## src/rtl/msk_share_pkg.sv

```systemverilog
// Shared definitions for the masked share deserializer: FSM state encoding,
// index-width helper and the share-interleave bit mapping.
package msk_share_pkg;

  typedef enum logic {
    COLLECT = 1'b0,
    HOLD    = 1'b1
  } state_t;

  // Width of the share index counter: at least one bit, even for d = 1.
  function automatic int idx_width(input int d);
    int w;
    w = $clog2(d);
    return (w < 1) ? 1 : w;
  endfunction

  // Position of bit i of share j on the interleaved bus.
  function automatic int ilv_index(input int i, input int j, input int d);
    return i * d + j;
  endfunction

endpackage

```

## src/rtl/msk_share_slot.sv

```systemverilog
// One share register of the deserializer. Each share lives in its own
// register so that shares are never combined inside this block.
module msk_share_slot #(
  parameter int count = 8
) (
  input  logic             clk,
  input  logic             rst_n,
  input  logic             we,
  input  logic             clr,
  input  logic [count-1:0] din,
  output logic [count-1:0] q
);

  // Share storage: clear wins over write (they never coincide in practice).
  always_ff @(posedge clk or negedge rst_n) begin
    if (!rst_n) begin
      q <= '0;
    end else if (clr) begin
      q <= '0;
    end else if (we) begin
      q <= din;
    end
  end

endmodule

```

## src/rtl/msk_share_deserializer.sv

```systemverilog
// Masked share deserializer: collects d shares of a count-bit value, one
// share per beat, and presents them as a share-interleaved count*d bus
// (bit i of share j at index i*d+j) with a valid/ready handshake.
// Optional build macro: MSK_SHARE_ZEROIZE_EN clears all share registers on
// the output handshake so stale shares do not persist after handoff.
module msk_share_deserializer
  import msk_share_pkg::*;
#(
  parameter int d     = 2,
  parameter int count = 8
) (
  input  logic               clk,
  input  logic               rst_n,
  input  logic               in_valid,
  output logic               in_ready,
  input  logic               in_first,
  input  logic [count-1:0]   in_share,
  output logic               out_valid,
  input  logic               out_ready,
  output logic [count*d-1:0] out_data,
  output logic               sync_err
);

  localparam int             IW   = idx_width(d);
  localparam logic [IW-1:0]  LAST = IW'(d - 1);

  state_t          state;
  state_t          state_nxt;
  logic [IW-1:0]   idx;
  logic [IW-1:0]   wr_slot;
  logic            accept;
  logic            handshake;
  logic            last_beat;
  logic            clr;
  logic [d-1:0]    we;
  logic [count-1:0] share_q [d];

  // No bypass: in_ready is a pure decode of the state register.
  assign in_ready  = (state == COLLECT);
  assign out_valid = (state == HOLD);
  assign accept    = in_valid & in_ready;
  assign handshake = out_valid & out_ready;

  // A first-share beat always restarts the group at slot 0.
  assign wr_slot   = in_first ? '0 : idx;
  assign last_beat = (wr_slot == LAST);

`ifdef MSK_SHARE_ZEROIZE_EN
  assign clr = handshake;
`else
  assign clr = 1'b0;
`endif

  // FSM state register.
  always_ff @(posedge clk or negedge rst_n) begin
    if (!rst_n) begin
      state <= COLLECT;
    end else begin
      state <= state_nxt;
    end
  end

  // FSM next-state: complete a group into HOLD, release on handshake.
  always_comb begin
    state_nxt = state;
    case (state)
      COLLECT: if (accept && last_beat) state_nxt = HOLD;
      HOLD:    if (handshake)           state_nxt = COLLECT;
    endcase
  end

  // Share index counter and one-cycle resynchronisation flag.
  always_ff @(posedge clk or negedge rst_n) begin
    if (!rst_n) begin
      idx      <= '0;
      sync_err <= 1'b0;
    end else begin
      sync_err <= accept & in_first & (idx != '0);
      if (accept) begin
        idx <= last_beat ? '0 : wr_slot + 1'b1;
      end
    end
  end

  // Per-share registers and interleave wiring straight to the output port.
  for (genvar j = 0; j < d; j++) begin : g_slot
    assign we[j] = accept && (wr_slot == IW'(j));

    msk_share_slot #(
      .count(count)
    ) u_slot (
      .clk  (clk),
      .rst_n(rst_n),
      .we   (we[j]),
      .clr  (clr),
      .din  (in_share),
      .q    (share_q[j])
    );

    for (genvar i = 0; i < count; i++) begin : g_bit
      assign out_data[ilv_index(i, j, d)] = share_q[j][i];
    end
  end

endmodule

```

## config.mk

```make
export PLATFORM = sky130hd
export DESIGN_NAME = msk_share_deserializer
export DESIGN_NICKNAME = d
export VERILOG_FILES = /design/src/rtl/msk_share_pkg.sv /design/src/rtl/msk_share_slot.sv /design/src/rtl/msk_share_deserializer.sv
export SDC_FILE = /design/constraint.sdc
export NUM_CORES = 1
export LEC_CHECK = 0
export ABC_CLOCK_PERIOD_IN_PS = 2400
export CORE_MARGIN = 2
export CORE_UTILIZATION = 30
export CTS_CLUSTER_SIZE = 14
export DETAILED_ROUTE_END_ITERATION = 8
export SLEW_MARGIN = 10
export SYNTH_ARGS = -nofsm -noshare
export SYNTH_HDL_FRONTEND = slang
export SYNTH_SLANG_ARGS = --single-unit
```

## constraint.sdc

```tcl
create_clock -name clk -period 2.4 [get_ports clk]
set_input_delay 0.24 -clock clk [delete_from_list [all_inputs] [get_ports clk]]
set_output_delay 0.24 -clock clk [all_outputs]
set_load 0.1 [all_outputs]
```

Word-level counts from Yosys, hierarchy flattened
Index checks and enable logic that the tools add are counted.

Bits of input ports: 13. Flip-flop bits (word level): 19.

Add/subtract/negate cells: 1. Reductions and logical operators: 2. Bitwise gates (word level): 6. Muxes and demuxes: 5.

Operators with widths (count): $and 1x1->1 (4); $mux 1 (4); $logic_and 1x1->1 (2); $not 1->1 (2); $pmux 1 s2 (1); $add 1x1->1 const B (1).

Longest topological paths before layout
Gate-level depths: netlist of run 1.

Depth in word-level cells: 5. Mapped depth: 4. Depth with buffers taken out: 3.

Cells and area by module
Synthesis of run 1 repeated with hierarchy kept, for this count alone.

Cells, all modules: 64. Area total of the unflattened synthesis: 789.5 um^2.

By module, submodules not included: msk_share_slot (seq. area each 200.2 um^2, area each 325.3 um^2, times used 2, cells an instance 26); msk_share_deserializer (seq. area each 75.1 um^2, area each 138.9 um^2, times used 1, cells an instance 12).

Least setup slack after synthesis of run 1
OpenSTA, ideal clock, no wires.

Kind: reg-to-reg. From: register state, in the netlist out_valid. To: register state, in the netlist out_valid. Stages on the path, launching flop included: 3. Clock period less this slack: 2014 ps. Arrival time: 1924 ps. Required time: 2310 ps. Setup slack: 386 ps. Cells stage by stage: dfrtp_1 inv_1 o21bai_1.

Word-level cells in the longest chain between the ends: 5. Elaborated cells between the ends (all ways): 7.

Ends and longest elaborated chain: from (decl) (RTL line msk_share_deserializer.sv:27) `state_t state;`; from (signal assigned) (RTL line msk_share_deserializer.sv:59) `state <= state_nxt;`; $not 1->1 (*) (RTL line msk_share_deserializer.sv:39) `assign in_ready = (state == COLLECT);`; via in_ready (RTL line msk_share_deserializer.sv:15) `output logic in_ready,`; $and 1x1->1 (RTL line msk_share_deserializer.sv:41) `assign accept = in_valid & in_ready;`; $logic_and 1x1->1 (RTL line msk_share_deserializer.sv:67) `COLLECT: if (accept && last_beat) state_nxt = HOLD;`; $mux 1 (RTL line msk_share_deserializer.sv:67); $pmux 1 s2 (*) (RTL line msk_share_deserializer.sv:66) `case (state)`; via state_nxt (RTL line msk_share_deserializer.sv:28) `state_t state_nxt;`.

Mark *: on every way through the listed nets, which the timed path passes. The rest lies on a longest branch. A chain may end at the register's enable or synchronous reset.

Final worst setup path of run 1
From: input port in_valid. To: register g_slot[1].u_slot.q[5].

Word-level cells in the longest chain between the ends: 2.

Ends and longest elaborated chain: from (decl) (RTL line msk_share_deserializer.sv:14) `input logic in_valid,`; $and 1x1->1 (RTL line msk_share_deserializer.sv:41); $logic_and 1x1->1 (RTL line msk_share_deserializer.sv:87) `assign we[j] = accept && (wr_slot == IW'(j));`; to (signal assigned) (RTL line msk_share_slot.sv:21) `q <= din;`; to (decl) (RTL line msk_share_slot.sv:11) `output logic [count-1:0] q`.

Every way passes these cells.

==> results_dict.tcl, run 1 <==
set metrics [dict create \
    grt_max_degree 20 \
    report.final.slew_viol_count 0 \
    h-tree-depth 1 \
    critPathMaxFanout 10 \
    initial_core_util 0.313 \
    crit_type "in2reg" \
    first_pass_iters 4 \
    ioPinCount 32 \
    slowest_stage "clkdlybuf4s50_1" \
    antenna_found_initial 0 \
    cap_violations 0 \
    finalSetupViolations 0 \
    path_cells "clkdlybuf4s50_1, nor2b_4, nor3b_2, buf_4, mux2_4" \
    place_area_um2 1060 \
    cts_setup_buffers 0 \
    ys.flop_type "dfrtp_1" \
    grt_pass1_vias 492 \
    viasPerCell 4.40 \
    rsz0062_at_grt "false" \
    synth_common_cells "dfrtp_1, mux2_2, mux2_4" \
    finalCritPeriodShare 0.584 \
    worst_pin_slew_ns 0.830 \
    yosys.cell_types.count 11 \
    yosysMostFrequentCell "dfrtp_1" \
    crit_path_max_incr_delay_ns 0.46 \
    ys_top_cells_by_area "dfrtp_1, mux2_4, mux2_2, nor2b_4, nor3b_2" \
    cts_tree "yes" \
    cts_buffer_depth 2 \
    overflow 0 \
    cts.sinks 19 \
    die_h_um 54.4 \
    cts_resized 0 \
    fin_setup_tns_ns 0 \
    start_kind "input port" \
    wire_per_inst_um 12.6 \
    startpoint "in_valid" \
    syn-num-nets 58 \
    r2r_end "g_slot[1].u_slot.q[5]" \
    synth_edf_count 0 \
    async_flop_share 1.00 \
    hold_viol 0 \
    top_usage_layer "met2" \
    endpoint "g_slot[1].u_slot.q[5]" \
    endpoint_kind "flop" \
    use_met1 0.131 \
    worstPathArrival_ns 1.58 \
    avgSynthCellArea_um2 16.9 \
    crit_required_ns 2.58 \
    ys_seq_area_frac 0.624 \
    yosys_register_bits 19 \
    fmax_mhz 713 \
    netlist.area_leader.share 0.624 \
    synth_area_um2 762 \
    rows 18 \
    postRouteAntennaNets 0 \
    drc 0 \
    fin_area_um2 1080 \
    syn_to_final_growth_pct 42.4 \
    grtUsageTotal 0.106 \
    wl_mm 1.38 \
    drive_gt1_frac 0.538 \
    core_um2 2430 \
    vias 484 \
    cts_buffers 3 \
    nets 94 \
    io_buffers 31 \
    grt_util_met3 0.0355 \
    cp_num_cells 5 \
    clk_pin_slew_ns 0.10 \
    crit_family "buffers and inverters" \
    netlist_instances 45 \
    yosysWarnings 0 \
    die_w_um 54.4 \
    grt_first_pass_wirelength_mm 2.23 \
    drt_iter0_drc 7 \
    reg2reg_from "out_valid" \
    fin_skew_ns 0.00272 \
    r2r_slack_ns 1.0 \
    path_buf_inv 2 \
    antenna_cells 0 \
    grt_util_met2 0.173 \
    fin_crit_ns 1.40 \
    max_slew_margin 0.445 \
    synth_largest_area_cell "dfrtp_1" \
    hold_class "in2async" \
    status "finished, final reports clean" \
    fill_cells 236 \
    clkLatencyLatePin_ns 0.28 \
    rr_worst_depth 4 \
    cts_hold_buf 0 \
    dieArea_um2 2960 \
    gp_congestion 0.606 \
    holdWs_ns 0.421 \
    cts-root-buf "clkbuf_4" \
]
-- state kept, by name (all words and copies together) (netlist names) --
register	count
sync_err	1
g_slot.u_slot.q	16
out_valid	1
idx	1
-- kinds of logic (layout without fill, tap and decap cells) --
family	after synthesis	count (layout)	share of synthesized area
and+or+nand+nor	5	5	0.0542
DFF	19	19	0.624
buffers and inverters	3	38	0.0246
AOI/OAI and AO/OA	2	2	0.0214
muxes	16	16	0.276
-- area by class of cell --
cell class | instances | area, µm² | area share
Tap cell | 30 | 37.5 | 0.0346
Multi-Input combinational cell | 23 | 268 | 0.247
Timing Repair Buffer | 32 | 270 | 0.249
Sequential cell | 19 | 475 | 0.438
Clock buffer | 4 | 26.3 | 0.0242
Inverter | 2 | 7.51 | 0.00692
-- through the flow --
stage                     instances  setup WS, ns  utilization
after floorplan                  45         0.386            -
after global placement          106         0.712        0.435
after detailed placement        106         0.696        0.435
after CTS                       110         0.995        0.446
after global routing            110         0.934        0.446
final                           110         0.998        0.446
-- worst min-delay path by stage --
| stage | end | cells past startpoint |
|---|---|---|
| 6_report | g_slot[0].u_slot.q[1] | 1 |
| 5_1_grt | sync_err | 1 |
| 4_1_cts | g_slot[0].u_slot.q[1] | 1 |
| 3_5_place_dp | g_slot[0].u_slot.q[0] | 1 |
| 3_3_place_gp | g_slot[0].u_slot.q[1] | 1 |
| 2_1_floorplan | g_slot[0].u_slot.q[0] | 0 |
-- routing by layer --
layer	part of all wire	wire (µm)	up-vias
met5	0	0	-
met4	0	0	0
met3	0.078	108	0
met2	0.50	692	16
met1	0.42	583	243
li1	-	-	225
-- cells in the final DEF (no fill, tap or decap) --
cell,count
buf_4,20
dfrtp_1,19
clkdlybuf4s50_1,12
mux2_4,8
mux2_2,8
clkbuf_4,3
inv_1,2
nor2_1,2
nor2b_4,1
nor3b_2,1
o21bai_1,1
o21ai_2,1
and3_2,1
clkbuf_1,1
Power of run 1 is left out: the tool's default activity adds up to more than one toggle a clock period on the data nets, which glitch-free logic cannot reach.
==> run 2: changes to the inputs <==
--- a/config.mk
+++ b/config.mk
@@ -5,7 +5,7 @@
 export SDC_FILE = /design/constraint.sdc
 export NUM_CORES = 1
 export LEC_CHECK = 0
-export ABC_CLOCK_PERIOD_IN_PS = 2400
+export ABC_CLOCK_PERIOD_IN_PS = 1100
 export CORE_MARGIN = 2
 export CORE_UTILIZATION = 30
 export CTS_CLUSTER_SIZE = 14
==> constraint.sdc (replaced) <==
create_clock -name clk -period 1.1 [get_ports clk]
set_input_delay 0.11 -clock clk [delete_from_list [all_inputs] [get_ports clk]]
set_output_delay 0.11 -clock clk [all_outputs]
set_load 0.1 [all_outputs]
==> run 2 against run 1 <==
  * The flow now finishes with violations (setup timing)
  * Non-clock buffer count is 5 higher
  * Cell area is 28% higher
  * Register-to-register slack worse by 1.3 ns
  * Count of clock-buffer cells in the layout stayed put
  * Final cell count is 4.5% higher
  * First-iteration DRC count is 14% lower
  * Flip-flop and latch count stayed put
  * Global-route usage is 1.6 points higher
  * Via count is 3.7% higher
  * Critical path depth is 1 lower
  * Worst setup slack worse by 1.3 ns
  * Largest cell class is now buffers
==> results_dict.tcl, run 2 (same netlist as run 1, synthesis figures left out) <==
set metrics [dict create \
    cap_violations 0 \
    status "finished with violations" \
    grt_max_degree 20 \
    finalCritPeriodShare 1.29 \
    gp_congestion 0.688 \
    nets 99 \
    mostFrequentLayoutCell "buf_12" \
    endpoint_kind "flop" \
    cts_buffers 3 \
    start_kind "flop" \
    cp_num_cells 4 \
    cts-root-buf "clkbuf_4" \
    grt_first_pass_wirelength_mm 2.42 \
    crit_path_max_incr_delay_ns 0.50 \
    endpoint "g_slot[1].u_slot.q[3]" \
    report.final.slew_viol_count 0 \
    fin_crit_ns 1.42 \
    die_h_um 54.4 \
    rsz0062_at_grt "true" \
    io_buffers 31 \
    finalSetupViolations 20 \
    ioPinCount 32 \
    largest_register_ffs 16 \
    drive_gt1_frac 0.588 \
    rr_worst_depth 4 \
    top_register "g_slot.u_slot.q" \
    grt_pass1_vias 529 \
    wire_per_inst_um 13.1 \
    crit_required_ns 1.28 \
    crit_family "flip-flops" \
    fin_ws_ns -0.324 \
    cts_buffer_depth 2 \
    r2r_slack_ns -0.32 \
    drt_iter0_drc 6 \
    startpoint "out_valid" \
    slowest_stage "dfrtp_4" \
    viasPerCell 4.37 \
    fill_cells 194 \
    critPathMaxFanout 4 \
    fin_skew_ns 0.00421 \
    crit_type "reg2reg" \
    fmax_mhz 702 \
    core_um2 2430 \
    first_pass_iters 3 \
    antenna_found_initial 0 \
    utilization 0.573 \
    worst_pin_slew_ns 0.309 \
    path_buf_inv 1 \
    reg2reg_from "out_valid" \
    r2r_end "g_slot[1].u_slot.q[3]" \
    vias 502 \
    hold_viol 0 \
    dieArea_um2 2960 \
    h-tree-depth 1 \
    rows 18 \
    path_cells "nor2b_4, nor3b_4, buf_4, mux2_4" \
    postRouteAntennaNets 0 \
    cts.sinks 19 \
    syn_to_final_growth_pct 82.8 \
    antenna_cells 0 \
    initial_core_util 0.313 \
    grtUsageTotal 0.122 \
    hpwl_mm 1.17 \
    max_slew_margin 0.793 \
    clk_pin_slew_ns 0.10 \
    clkLatencyLatePin_ns 0.29 \
    cts_tree "yes" \
    drc 0 \
    hold_class "in2async" \
    wl_mm 1.51 \
    violations "setup timing" \
    die_w_um 54.4 \
    overflow 0 \
    final_cell_mix "buf_12, dfrtp_1, clkdlybuf4s50_1" \
    worstPathArrival_ns 1.61 \
]
==> run 2: final cells by class <==
cell class / instances / area, µm² / area share
Timing Repair Buffer: 37 / 553 / 0.397
Tap cell: 30 / 37.5 / 0.0270
Multi-Input combinational cell: 23 / 285 / 0.205
Clock buffer: 4 / 26.3 / 0.0189
Sequential cell: 19 / 479 / 0.344
Inverter: 2 / 11.3 / 0.00809
==> run 2: timing repair <==
action / in CTS / in global routing
gates resized for setup: 2 / 3
setup buffers: 0 / 1
pin swaps: 0 / 0
setup endpoints to repair: 20 / 20
gates cloned: 0 / 0
hold buffers: 0 / 0
==> run 2: per-stage QoR <==
stage	worst slack [ns]	cell area [µm²]	setup TNS, ns	instances	hold WS, ns
CTS	-0.346	1370	-5.21	114	0.135
global placement	-0.437	1330	-6.94	110	0.470
detailed placement	-0.459	1330	-7.35	110	0.463
finish	-0.324	1390	-4.87	115	0.140
global route	-0.389	1390	-6.03	115	0.139
floorplan	-0.468	769	-6.43	45	-0.186
==> run 2: worst min path at each step <==
stage,slack (ns),end,cells past startpoint,from
finish,0.14,sync_err,2,rst_n
global route,0.14,idx,2,rst_n
CTS,0.13,sync_err,2,rst_n
detailed placement,0.46,sync_err,2,rst_n
global placement,0.47,sync_err,2,rst_n
floorplan,-0.19,g_slot[0].u_slot.q[0],0,rst_n
==> run 2: routing by layer <==
metal	share of wire	track usage
met1	0.40	0.133
met2	0.51	0.205
met3	0.076	0.0628
met4	0.015	0.0375
met5	0	0
Power of run 2 is left out for the same reason.
==> run 3: changes to the inputs <==
--- a/config.mk
+++ b/config.mk
@@ -10,6 +10,7 @@
 export CORE_UTILIZATION = 30
 export CTS_CLUSTER_SIZE = 14
 export DETAILED_ROUTE_END_ITERATION = 8
+export PLACE_DENSITY = 0.71
 export SLEW_MARGIN = 10
 export SYNTH_ARGS = -nofsm -noshare
 export SYNTH_HDL_FRONTEND = slang
==> run 3 against run 2 <==
  * The flow still finishes with violations (setup timing)
  * Worst hold slack got worse by 0.016 ns
  * Fmax down 3.3%
  * Highest routed layer is now met3
  * First-iteration DRC count down 50%
  * Sequential share of layout area decreased by 1.0 points
  * Register-to-register slack got worse by 0.05 ns
==> results_dict.tcl, run 3 (same netlist as run 1, synthesis figures left out) <==
set metrics [dict create \
    place_ws_ns -0.495 \
    max_slew_margin 0.783 \
    wl_mm 1.69 \
    path_buf_inv 1 \
    top_register "g_slot.u_slot.q" \
    fin_ws_ns -0.372 \
    grt_first_pass_wirelength_mm 2.66 \
    r2r_slack_ns -0.37 \
    fin_cells 120 \
    grt_pass1_vias 539 \
    cts_buffer_depth 2 \
    path_cells "nor2b_4, nor3b_4, buf_4, mux2_4" \
    crit_path_max_incr_delay_ns 0.50 \
    nets 104 \
    status "finished with violations" \
    initial_core_util 0.313 \
    fin_skew_ns 0.00182 \
    overflow 0 \
    drc 0 \
    viasPerCell 4.34 \
    cts_buffers 3 \
    h-tree-depth 1 \
    rows 18 \
    gp_congestion 0.633 \
    die_w_um 54.4 \
    core_um2 2430 \
    antenna_cells 0 \
    ioPinCount 32 \
    dp_cells 111 \
    cts-root-buf "clkbuf_4" \
    clkLatencyLatePin_ns 0.29 \
    start_kind "flop" \
    slowest_stage "dfrtp_4" \
    io_buffers 31 \
    drive_gt1_frac 0.622 \
    final_cell_mix "buf_12, dfrtp_1, clkdlybuf4s50_1" \
    cts.sinks 19 \
    clk_pin_slew_ns 0.10 \
    drt_iter0_drc 3 \
    crit_required_ns 1.28 \
    crit_family "flip-flops" \
    vias 521 \
    grt_max_degree 13 \
    cts_tree "yes" \
    dieArea_um2 2960 \
    holdWs_ns 0.124 \
    antenna_found_initial 0 \
    syn_to_final_growth_pct 88.3 \
    worst_pin_slew_ns 0.325 \
    wire_per_inst_um 14.1 \
    die_h_um 54.4 \
    worstPathArrival_ns 1.65 \
    violations "setup timing" \
    largest_register_ffs 16 \
    cts_hold_buf 0 \
    fin_crit_ns 1.47 \
    endpoint_kind "flop" \
    report.final.slew_viol_count 0 \
    postRouteAntennaNets 0 \
    grtUsageTotal 0.127 \
    crit_type "reg2reg" \
    critPathMaxFanout 4 \
    fmax_mhz 679 \
    hold_viol 0 \
    mostFrequentLayoutCell "buf_12" \
    hold_class "in2async" \
    cap_violations 0 \
    finalCritPeriodShare 1.34 \
    rsz0062_at_grt "true" \
    first_pass_iters 2 \
    finalSetupViolations 20 \
    hpwl_mm 1.27 \
]
==> run 3: changes by cell type in the layout (fill, tap and decap cells not counted), sizes merged <==
cell	before	now
buf	25	30
clkbuf	4	3
clkinv	0	1
==> run 3: repair_timing <==
item | in CTS | in global routing
gates resized for setup | 4 | 4
setup buffers | 3 | 3
pin swaps | 0 | 1
gates cloned | 1 | 0
endpoints found under the setup margin | 19 | 20
==> run 3: worst reg2reg max path: cells and delay by family, from the launching register on <==
kind	cells	cell delay [ns]
buffers and inverters	1	0.20
DFF	1	0.50
and+or+nand+nor	2	0.38
muxes	1	0.29
==> run 3: area by class of cell <==
class / instances / area [µm²]
Tap cell: 30 / 37.5
Timing Repair Buffer: 42 / 594
Multi-Input combinational cell: 23 / 285
Sequential cell: 19 / 479
Clock buffer: 3 / 22.5
Fill cell: 194 / 997
Clock inverter: 1 / 5.00
Inverter: 2 / 11.3
==> run 3: worst paths after layout <==
kind	startpoint	endpoint	cells past startpoint
max in group asynchronous	rst_n	g_slot[1].u_slot.q[6]	2
worst max register to register	out_valid	g_slot[1].u_slot.q[4]	4
worst min-delay path	rst_n	out_valid	2
min in group clk	out_ready	out_valid	2
worst max-delay path	out_valid	g_slot[1].u_slot.q[4]	4
worst min register to register	g_slot[0].u_slot.q[1]	g_slot[0].u_slot.q[1]	1
==> run 3: through the flow <==
stage	setup TNS (ns)	utilization	instance area [µm²]
after global routing	-6.13	0.590	1440
after global placement	-7.17	0.551	1340
after detailed placement	-7.97	0.551	1340
after floorplan	-6.43	-	769
final	-5.43	0.590	1440
after CTS	-5.97	0.581	1410
==> run 3: per-layer routing <==
metal / vias to the layer above / part of all wire / GRT usage
met5: - / 0 / 0
met1: 257 / 0.40 / 0.170
met4: 0 / 0 / 0.0250
met2: 20 / 0.51 / 0.201
li1: 244 / - / -
met3: 0 / 0.086 / 0.0437
Power of run 3 is left out for the same reason.
